`config.mk`:
```
export PLATFORM = sky130hd
export DESIGN_NAME = hazard_unit
export DESIGN_NICKNAME = d
export VERILOG_FILES = /design/src/rtl/pipe_pkg.sv /design/src/rtl/sat_counter.sv /design/src/rtl/hazard_unit.sv
export SDC_FILE = /design/constraint.sdc
export NUM_CORES = 1
export LEC_CHECK = 0
export CORE_MARGIN = 2
export CORE_UTILIZATION = 50
export CTS_BUF_LIST = sky130_fd_sc_hd__clkbuf_2 sky130_fd_sc_hd__clkbuf_4 sky130_fd_sc_hd__clkbuf_8
export CTS_CLUSTER_SIZE = 24
export DETAILED_ROUTE_END_ITERATION = 10
export DONT_BUFFER_PORTS = 1
export PLACE_DENSITY = 0.71
export SYNTH_ARGS = -nofsm -noshare
export SYNTH_HDL_FRONTEND = slang
export SYNTH_SLANG_ARGS = --single-unit
```
`constraint.sdc`:
```
create_clock -name clk -period 2 [get_ports clk]
set_clock_uncertainty 0.2 [all_clocks]
set_input_delay 0.4 -clock clk [delete_from_list [all_inputs] [get_ports clk]]
set_output_delay 0.4 -clock clk [all_outputs]
set_load 0.02 [all_outputs]
```
`src/rtl/pipe_pkg.sv`:
```
// ---------------------------------------------------------------------------
// pipe_pkg
// Shared types and constants for the five-stage pipeline control blocks.
//   REG_W    : width of a register-specifier field (rs/rt/rd)
//   CTRL_W   : width of the flush-window down-counter
//   REG_ZERO : register $zero, which never creates a dependency
//   state_e  : hazard controller FSM states
// ---------------------------------------------------------------------------
package pipe_pkg;

    localparam int REG_W  = 5;
    localparam int CTRL_W = 3;

    localparam logic [REG_W-1:0] REG_ZERO = 5'd0;

    typedef enum logic [1:0] {
        IDLE  = 2'd0,
        STALL = 2'd1,
        FLUSH = 2'd2
    } state_e;

endpackage

```
`src/rtl/sat_counter.sv`:
```
// ---------------------------------------------------------------------------
// sat_counter
// Event counter that sticks at all-ones instead of wrapping.
// Ports:
//   clk   : rising-edge clock
//   rst   : asynchronous, active-high reset (clears the count)
//   inc   : count one event on this edge
//   count : current count
// ---------------------------------------------------------------------------
module sat_counter #(
    parameter int W = 16
) (
    input  logic         clk,
    input  logic         rst,
    input  logic         inc,
    output logic [W-1:0] count
);

    logic [W-1:0] count_q;

    // NOTE: sequential state is updated with non-blocking assignments so every
    // flop samples the pre-edge value, independent of block evaluation order.
    always_ff @(posedge clk or posedge rst) begin
        if (rst) begin
            count_q <= '0;
        end else if (inc && (count_q != '1)) begin
            count_q <= count_q + 1'b1;
        end
    end

    assign count = count_q;

endmodule

```
`src/rtl/hazard_unit.sv`:
```
// ---------------------------------------------------------------------------
// hazard_unit
// Pipeline hazard controller: detects load-use hazards between the load in EX
// and the instruction in ID, sequences branch flushes, and keeps saturating
// stall/flush statistics.
// Ports:
//   clk, rst       : clock, asynchronous active-high reset
//   inIDEXMemR     : load in EX
//   inIDEXRt       : load destination register
//   inIFIDRs/Rt    : source fields of the instruction in ID
//   inIFIDUsesRt   : instruction in ID actually reads rt
//   inBranchTaken  : taken-branch pulse from MEM
//   outPCWrite     : PC write enable
//   outIFIDWrite   : IF/ID write enable
//   outBubble      : zero ID/EX control bits on the next edge
//   outFlush       : clear IF/ID, ID/EX and EX/MEM control bits
//   outStallCnt    : load-use stalls seen (saturating)
//   outFlushCnt    : taken branches seen (saturating)
//   outBusy        : FSM is in STALL or FLUSH
// ---------------------------------------------------------------------------
module hazard_unit
    import pipe_pkg::*;
#(
    parameter int FLUSH_CYCLES = 2,
    parameter int CNT_W        = 16
) (
    input  logic             clk,
    input  logic             rst,
    input  logic             inIDEXMemR,
    input  logic [REG_W-1:0] inIDEXRt,
    input  logic [REG_W-1:0] inIFIDRs,
    input  logic [REG_W-1:0] inIFIDRt,
    input  logic             inIFIDUsesRt,
    input  logic             inBranchTaken,
    output logic             outPCWrite,
    output logic             outIFIDWrite,
    output logic             outBubble,
    output logic             outFlush,
    output logic [CNT_W-1:0] outStallCnt,
    output logic [CNT_W-1:0] outFlushCnt,
    output logic             outBusy
);

    // The pulse cycle itself is flushed combinationally, so the FLUSH state
    // covers the remaining FLUSH_CYCLES cycles: counter runs FLUSH_CYCLES-1..0.
    localparam logic [CTRL_W-1:0] FLUSH_RELOAD = CTRL_W'(FLUSH_CYCLES - 1);

    state_e            state_q, state_d;
    logic [CTRL_W-1:0] fcnt_q, fcnt_d;
    logic              lu;

    // rt only matters when the decoded instruction reads it; $zero never hazards.
    assign lu = inIDEXMemR
              & (inIDEXRt != REG_ZERO)
              & ((inIDEXRt == inIFIDRs) | (inIFIDUsesRt & (inIDEXRt == inIFIDRt)));

    // NOTE: every variable assigned here gets a default first, so no path
    // leaves it unassigned and no latch is inferred.
    always_comb begin
        state_d = state_q;
        fcnt_d  = fcnt_q;
        unique case (state_q)
            IDLE: begin
                if (inBranchTaken) begin
                    state_d = FLUSH;
                    fcnt_d  = FLUSH_RELOAD;
                end else if (lu) begin
                    state_d = STALL;
                end
            end
            STALL: begin
                // A load-use here is impossible (bubble cleared MemRead); if it
                // shows up anyway, IDLE re-evaluates it next cycle.
                if (inBranchTaken) begin
                    state_d = FLUSH;
                    fcnt_d  = FLUSH_RELOAD;
                end else begin
                    state_d = IDLE;
                end
            end
            FLUSH: begin
                if (inBranchTaken) begin
                    fcnt_d = FLUSH_RELOAD;
                end else if (fcnt_q != '0) begin
                    fcnt_d = fcnt_q - 1'b1;
                end else begin
                    state_d = IDLE;
                end
            end
            default: begin
                state_d = IDLE;
                fcnt_d  = '0;
            end
        endcase
    end

    always_ff @(posedge clk or posedge rst) begin
        if (rst) begin
            state_q <= IDLE;
            fcnt_q  <= '0;
        end else begin
            state_q <= state_d;
            fcnt_q  <= fcnt_d;
        end
    end

    // Flush wins over stall: the instruction that would stall is being discarded.
    assign outFlush     = (state_q == FLUSH) | inBranchTaken;
    assign outBubble    = lu & ~outFlush;
    assign outPCWrite   = ~outBubble;
    assign outIFIDWrite = ~outBubble;
    assign outBusy      = (state_q != IDLE);

    sat_counter #(.W(CNT_W)) u_stall_cnt (
        .clk   (clk),
        .rst   (rst),
        .inc   (outBubble),
        .count (outStallCnt)
    );

    sat_counter #(.W(CNT_W)) u_flush_cnt (
        .clk   (clk),
        .rst   (rst),
        .inc   (inBranchTaken),
        .count (outFlushCnt)
    );

endmodule

```
---- After elaboration in Yosys (flattened, before gate mapping) ----
Index checks and enable logic that the tools add are counted.
storage, ports and cells
  ROM bits ................................ 0
  latch bits .............................. 0
  word-level logic and storage cells ...... 45
  memories ................................ 0
  register bits ........................... 37
  RAM bits ................................ 0
  input bits .............................. 20
cells by class
  $add $sub $neg .......................... 3
  muxes and demuxes ....................... 10
  reductions and logical operators ........ 9
  equality and inequality tests ........... 11
  bitwise logic cells ..................... 8
  $mul .................................... 0
  order comparisons ....................... 0
  div/mod/pow operators ................... 0
  shift-type cells ........................ 0
operator list
  kind                                                                     number
  16-bit by 1-bit adder with 16-bit output, second input constant          2
  16-bit inequality test, second input constant                            2
  5-bit == test                                                            2
  2-bit 2-to-1 mux                                                         5
  3-bit 2-to-1 mux                                                         3
  3-bit inequality test, second input constant                             2
  2-bit case mux with 3 select lines                                       1
  3-bit case mux with 2 select lines                                       1
  5-bit nonzero test                                                       1
  1-bit AND                                                                4
  2-bit inequality test, second input constant                             2
  3-bit AND reduction                                                      1
  3-bit nonzero test                                                       1
  3-bit by 1-bit subtractor with 3-bit output, second input constant       1
  2-bit by 1-bit == test with 1-bit output, second input constant          1
  2-bit == test, second input constant                                     1
  1-bit logical AND                                                        2
  2-bit zero test                                                          1
  2-bit by 1-bit inequality test with 1-bit output, second input constant  1
  1-bit inverter                                                           2
  1-bit OR                                                                 2
  2-bit AND reduction                                                      1
  2-bit nonzero test                                                       1
  2-bit OR reduction                                                       1

---- Depth between registers and ports, before layout ----
  depth in word-level cells ............... 7
  gate-level depth with buffers ........... 7

---- Modules after synthesis ----
A second synthesis with hierarchy kept.
second synthesis, totals
  cells, all modules ...................... 192
  area total of the unflattened synthesis .. 2039.5 µm²
by module, submodules not included
  module       cells each  sequential area each (µm²)  times used  area an instance (µm²)
  sat_counter  71          400.4                       2           805.8
  hazard_unit  50          125.1                       1           427.9

---- Worst setup path before layout ----
No wires, ideal clock.
  kind .................................... input -> output
  start ................................... input inIDEXRt[1]
  end ..................................... output outPCWrite
  required time ........................... 1.400 ns
  slack ................................... -0.193 ns
  data arrival time ....................... 1.593 ns
  stages .................................. 4
  cells stage by stage .................... or4_4 -> o211ai_2 -> nand2b_1 -> buf_4
between the ends
  longest elaborated chain between the ends .. 6
  elaborated cells between the ends (all ways) .. 9
  classes of those cells .................. 2 x eq/ne; 6 x bitwise; 1 x reduce/logical
RTL lines
  item                line                RTL
  start, declared     hazard_unit.sv:30   input logic [REG_W-1:0] inIDEXRt,
  5-bit == test       hazard_unit.sv:55   & ((inIDEXRt == inIFIDRs) | (inIFIDUsesRt & (inIDEXRt == inIFIDRt)));
  1-bit AND           hazard_unit.sv:55
  1-bit OR            hazard_unit.sv:55
  1-bit AND (*)       hazard_unit.sv:55
  1-bit AND (*)       hazard_unit.sv:109  assign outBubble = lu & ~outFlush;
  1-bit inverter (*)  n/a
  end, declared       hazard_unit.sv:35   output logic outPCWrite,
Mark *: on every way between the ends. The rest lies on a longest branch, timed or not.

---- Worst setup path after layout ----
  start ................................... input inIDEXRt[1]
  end ..................................... output outIFIDWrite
between the ends
  longest elaborated chain between the ends .. 6
  elaborated cells between the ends (all ways) .. 9
  classes of those cells .................. 2 x eq/ne; 6 x bitwise; 1 x reduce/logical
RTL lines
  item                line                RTL
  5-bit == test       hazard_unit.sv:55
  1-bit AND           hazard_unit.sv:55
  1-bit OR            hazard_unit.sv:55
  1-bit AND (*)       hazard_unit.sv:55
  1-bit AND (*)       hazard_unit.sv:109
  1-bit inverter (*)  hazard_unit.sv:111  assign outIFIDWrite = ~outBubble;
  end, declared       hazard_unit.sv:36   output logic outIFIDWrite,
Marks and branches as above.

==> flow_summary.yaml <==
run_status:
  outcome: "completed"
pwr:
  power.total_mw: 2.18
  leakage_nw: 1.16
  p_per_area_nw_per_um2: 881
  vdd_drop_max_mv: 0.460
routing:
  ant_nets: 0
  wl_mm: 4.77
  drt_iter0_markers: 82
  drc_errors: 0
  dr_total_vias: 1680
  wl_per_cell_um: 16.3
  viasPerCell: 5.75
  dr.pass1.iters: 4
die:
  rows: 22
  die_h_um: 66.8
  core_um2: 3720
  dieArea_um2: 4460
  die_width_um: 66.8
  ios: 57
  start_util: 0.530
min_path:
  worstHoldStart: "inBranchTaken"
  worstHoldEndpoint: "u_flush_cnt.count[3]$_DFFE_PP0P_"
  holdPathStages: 2
  hold_path_class: "in2reg"
synth:
  synth-edff-count: 0
  ys_seq_area_frac: 0.470
  synth_nets: 220
  ys_types: 35
  synth_area_leaders: "dfrtp_1, xnor2_1, nand3_1, and3_1, nand4_1"
  netlist_instances: 196
  ys_ff_latch: 37
  synth_ff_type: "dfrtp_1"
  synthArstFlopShare: 1.00
  synth_most_common_cell: "dfrtp_1"
  yosysTopAreaCell: "dfrtp_1"
  synth_top_area_frac: 0.470
  synth_area_um2: 1970
  synth-warning-count: 0
  syn_avg_cell_area_um2: 10.1
  synthTopCellsByCount: "dfrtp_1, xnor2_1, nand2_1"
sta:
  max_freq_mhz: 500
  worst_slack_ps: 1.88
  setup-violations-final: 0
  worst_pin_slew_ps: 469
  max_slew_margin: 0.684
  report.final.slew_viol_count: 0
  rsz0062_at_grt: "true"
  min_period_ps: 2000
  hold_violations: 0
  fin_crit_sh: 0.999
  finalSetupTns_ps: 0
  hold_ws_ps: 64.2
finish:
  fill_cells: 290
  drive_above_1_share: 0.262
  multi_input_area_um2: 1020
  area_growth_pct: 25.5
  register_area_um2: 927
  antenna_cells: 0
  utilization: 0.665
  layout.cells.non_filler: 292
  final_design_area_no_fill_um2: 2470
  finalNetCount: 267
setup_path:
  worstSetupPathType: "in2out"
  r2r_slack_ps: 40
  ff2ff_path_depth: 7
  worstReg2RegEnd: "u_stall_cnt.count[3]$_DFFE_PP0P_"
  startpoint_type: "input pin"
  crit_path_end_kind: "primary output"
  r2r_start: "u_stall_cnt.count[0]$_DFFE_PP0P_"
  cp_max_fo: 3
  required_ps: 1400
  arrival_ps: 1400
global_route:
  grt_max_degree: 38
  grt_pass1_wl_mm: 7.83
  grt_overflow: 0
  first_global_vias: 1778
  antenna_found_initial: 0
  track_usage: 0.238
cts:
  clockBufferDepth: 2
  clk_pin_slew_ps: 70
  worstSkewPairLatency_ps: 290
  cts_root_buffer: "clkbuf_8"
  cts_tree: "done"
  postCtsSetupBuffers: 0
  htreeDepth: 2
  cts_num_sinks: 37
  cts_buffers: 5
placed_design:
  port_buffers: 0
  pre_cts_ws_ps: -72.2
  placed_area_um2: 2330
  dp.cells: 281
  hpwl_mm: 3.58
  gp_congestion: 0.769
flow_run:
  maxCapViolCount: 0
-- power by group --
group	switching (mW)	internal, mW	total (mW)	leakage, nW
registers	0.0941	0.857	0.951	0.493
logic	0.414	0.290	0.704	0.617
clock network	0.269	0.255	0.524	0.0484
-- critical path, stage by stage --
cell and delay [ps]:
or4_4 540, o211ai_4 170, nand2b_4 160, buf_8 130
-- how the worst max path moves through the flow --
stage,startpoint,endpoint,cells after the start
floorplan,inIDEXRt[1],outPCWrite,4
global placement,inIDEXRt[1],u_stall_cnt.count[1]$_DFFE_PP0P_,6
detailed placement,inIDEXRt[1],u_stall_cnt.count[1]$_DFFE_PP0P_,6
CTS,inIDEXRt[1],outIFIDWrite,4
global route,inIDEXRt[1],outIFIDWrite,4
finish,inIDEXRt[1],outIFIDWrite,4
-- sequential cells by signal (all words and copies together), names as in the netlist --
signal             count
state_q                2
fcnt_q                 3
u_flush_cnt.count     16
u_stall_cnt.count     16
-- logic make-up after synthesis --
logic type | count (synthesis) | share of synthesized area
compound gates | 19 | 0.0660
xor+xnor | 36 | 0.160
fa+ha+maj | 4 | 0.0254
buf+inv | 12 | 0.0292
flops | 37 | 0.470
mux | 4 | 0.0229
simple gates | 84 | 0.227
-- area by class of cell --
type	count	share of cell area
Clock buffer	6	0.0309
Clock inverter	2	0.00405
Inverter	8	0.0121
Multi-Input combinational cell	147	0.414
Sequential cell	37	0.375
Tap cell	48	0.0243
Timing Repair Buffer	44	0.139
-- cells in the final DEF (no fill, tap or decap), drive strengths merged, types with 6 or more instances in the layout --
master,count
a21oi,8
and3,11
buf,42
clkbuf,6
dfrtp,37
inv,8
nand2,18
nand3,14
nand4,11
nor2,13
xnor2,32
-- repair_timing --
action / 4_1_cts / 5_1_grt
endpoints found under the setup margin: 3 / 17
gates cloned: 0 / 1
endpoints found under the hold margin: 39 / 0
gates resized for setup: 3 / 5
hold buffers: 2 / 0
pin swaps: 0 / 2
-- metal layers --
layer	up-vias	wire, um	track usage
met4	0	104	0.0944
met3	10	371	0.0878
li1	773	-	-
met2	68	2560	0.444
met1	829	1730	0.236
met5	-	0	0
No activity file was read; power rests on OpenSTA's default activity.
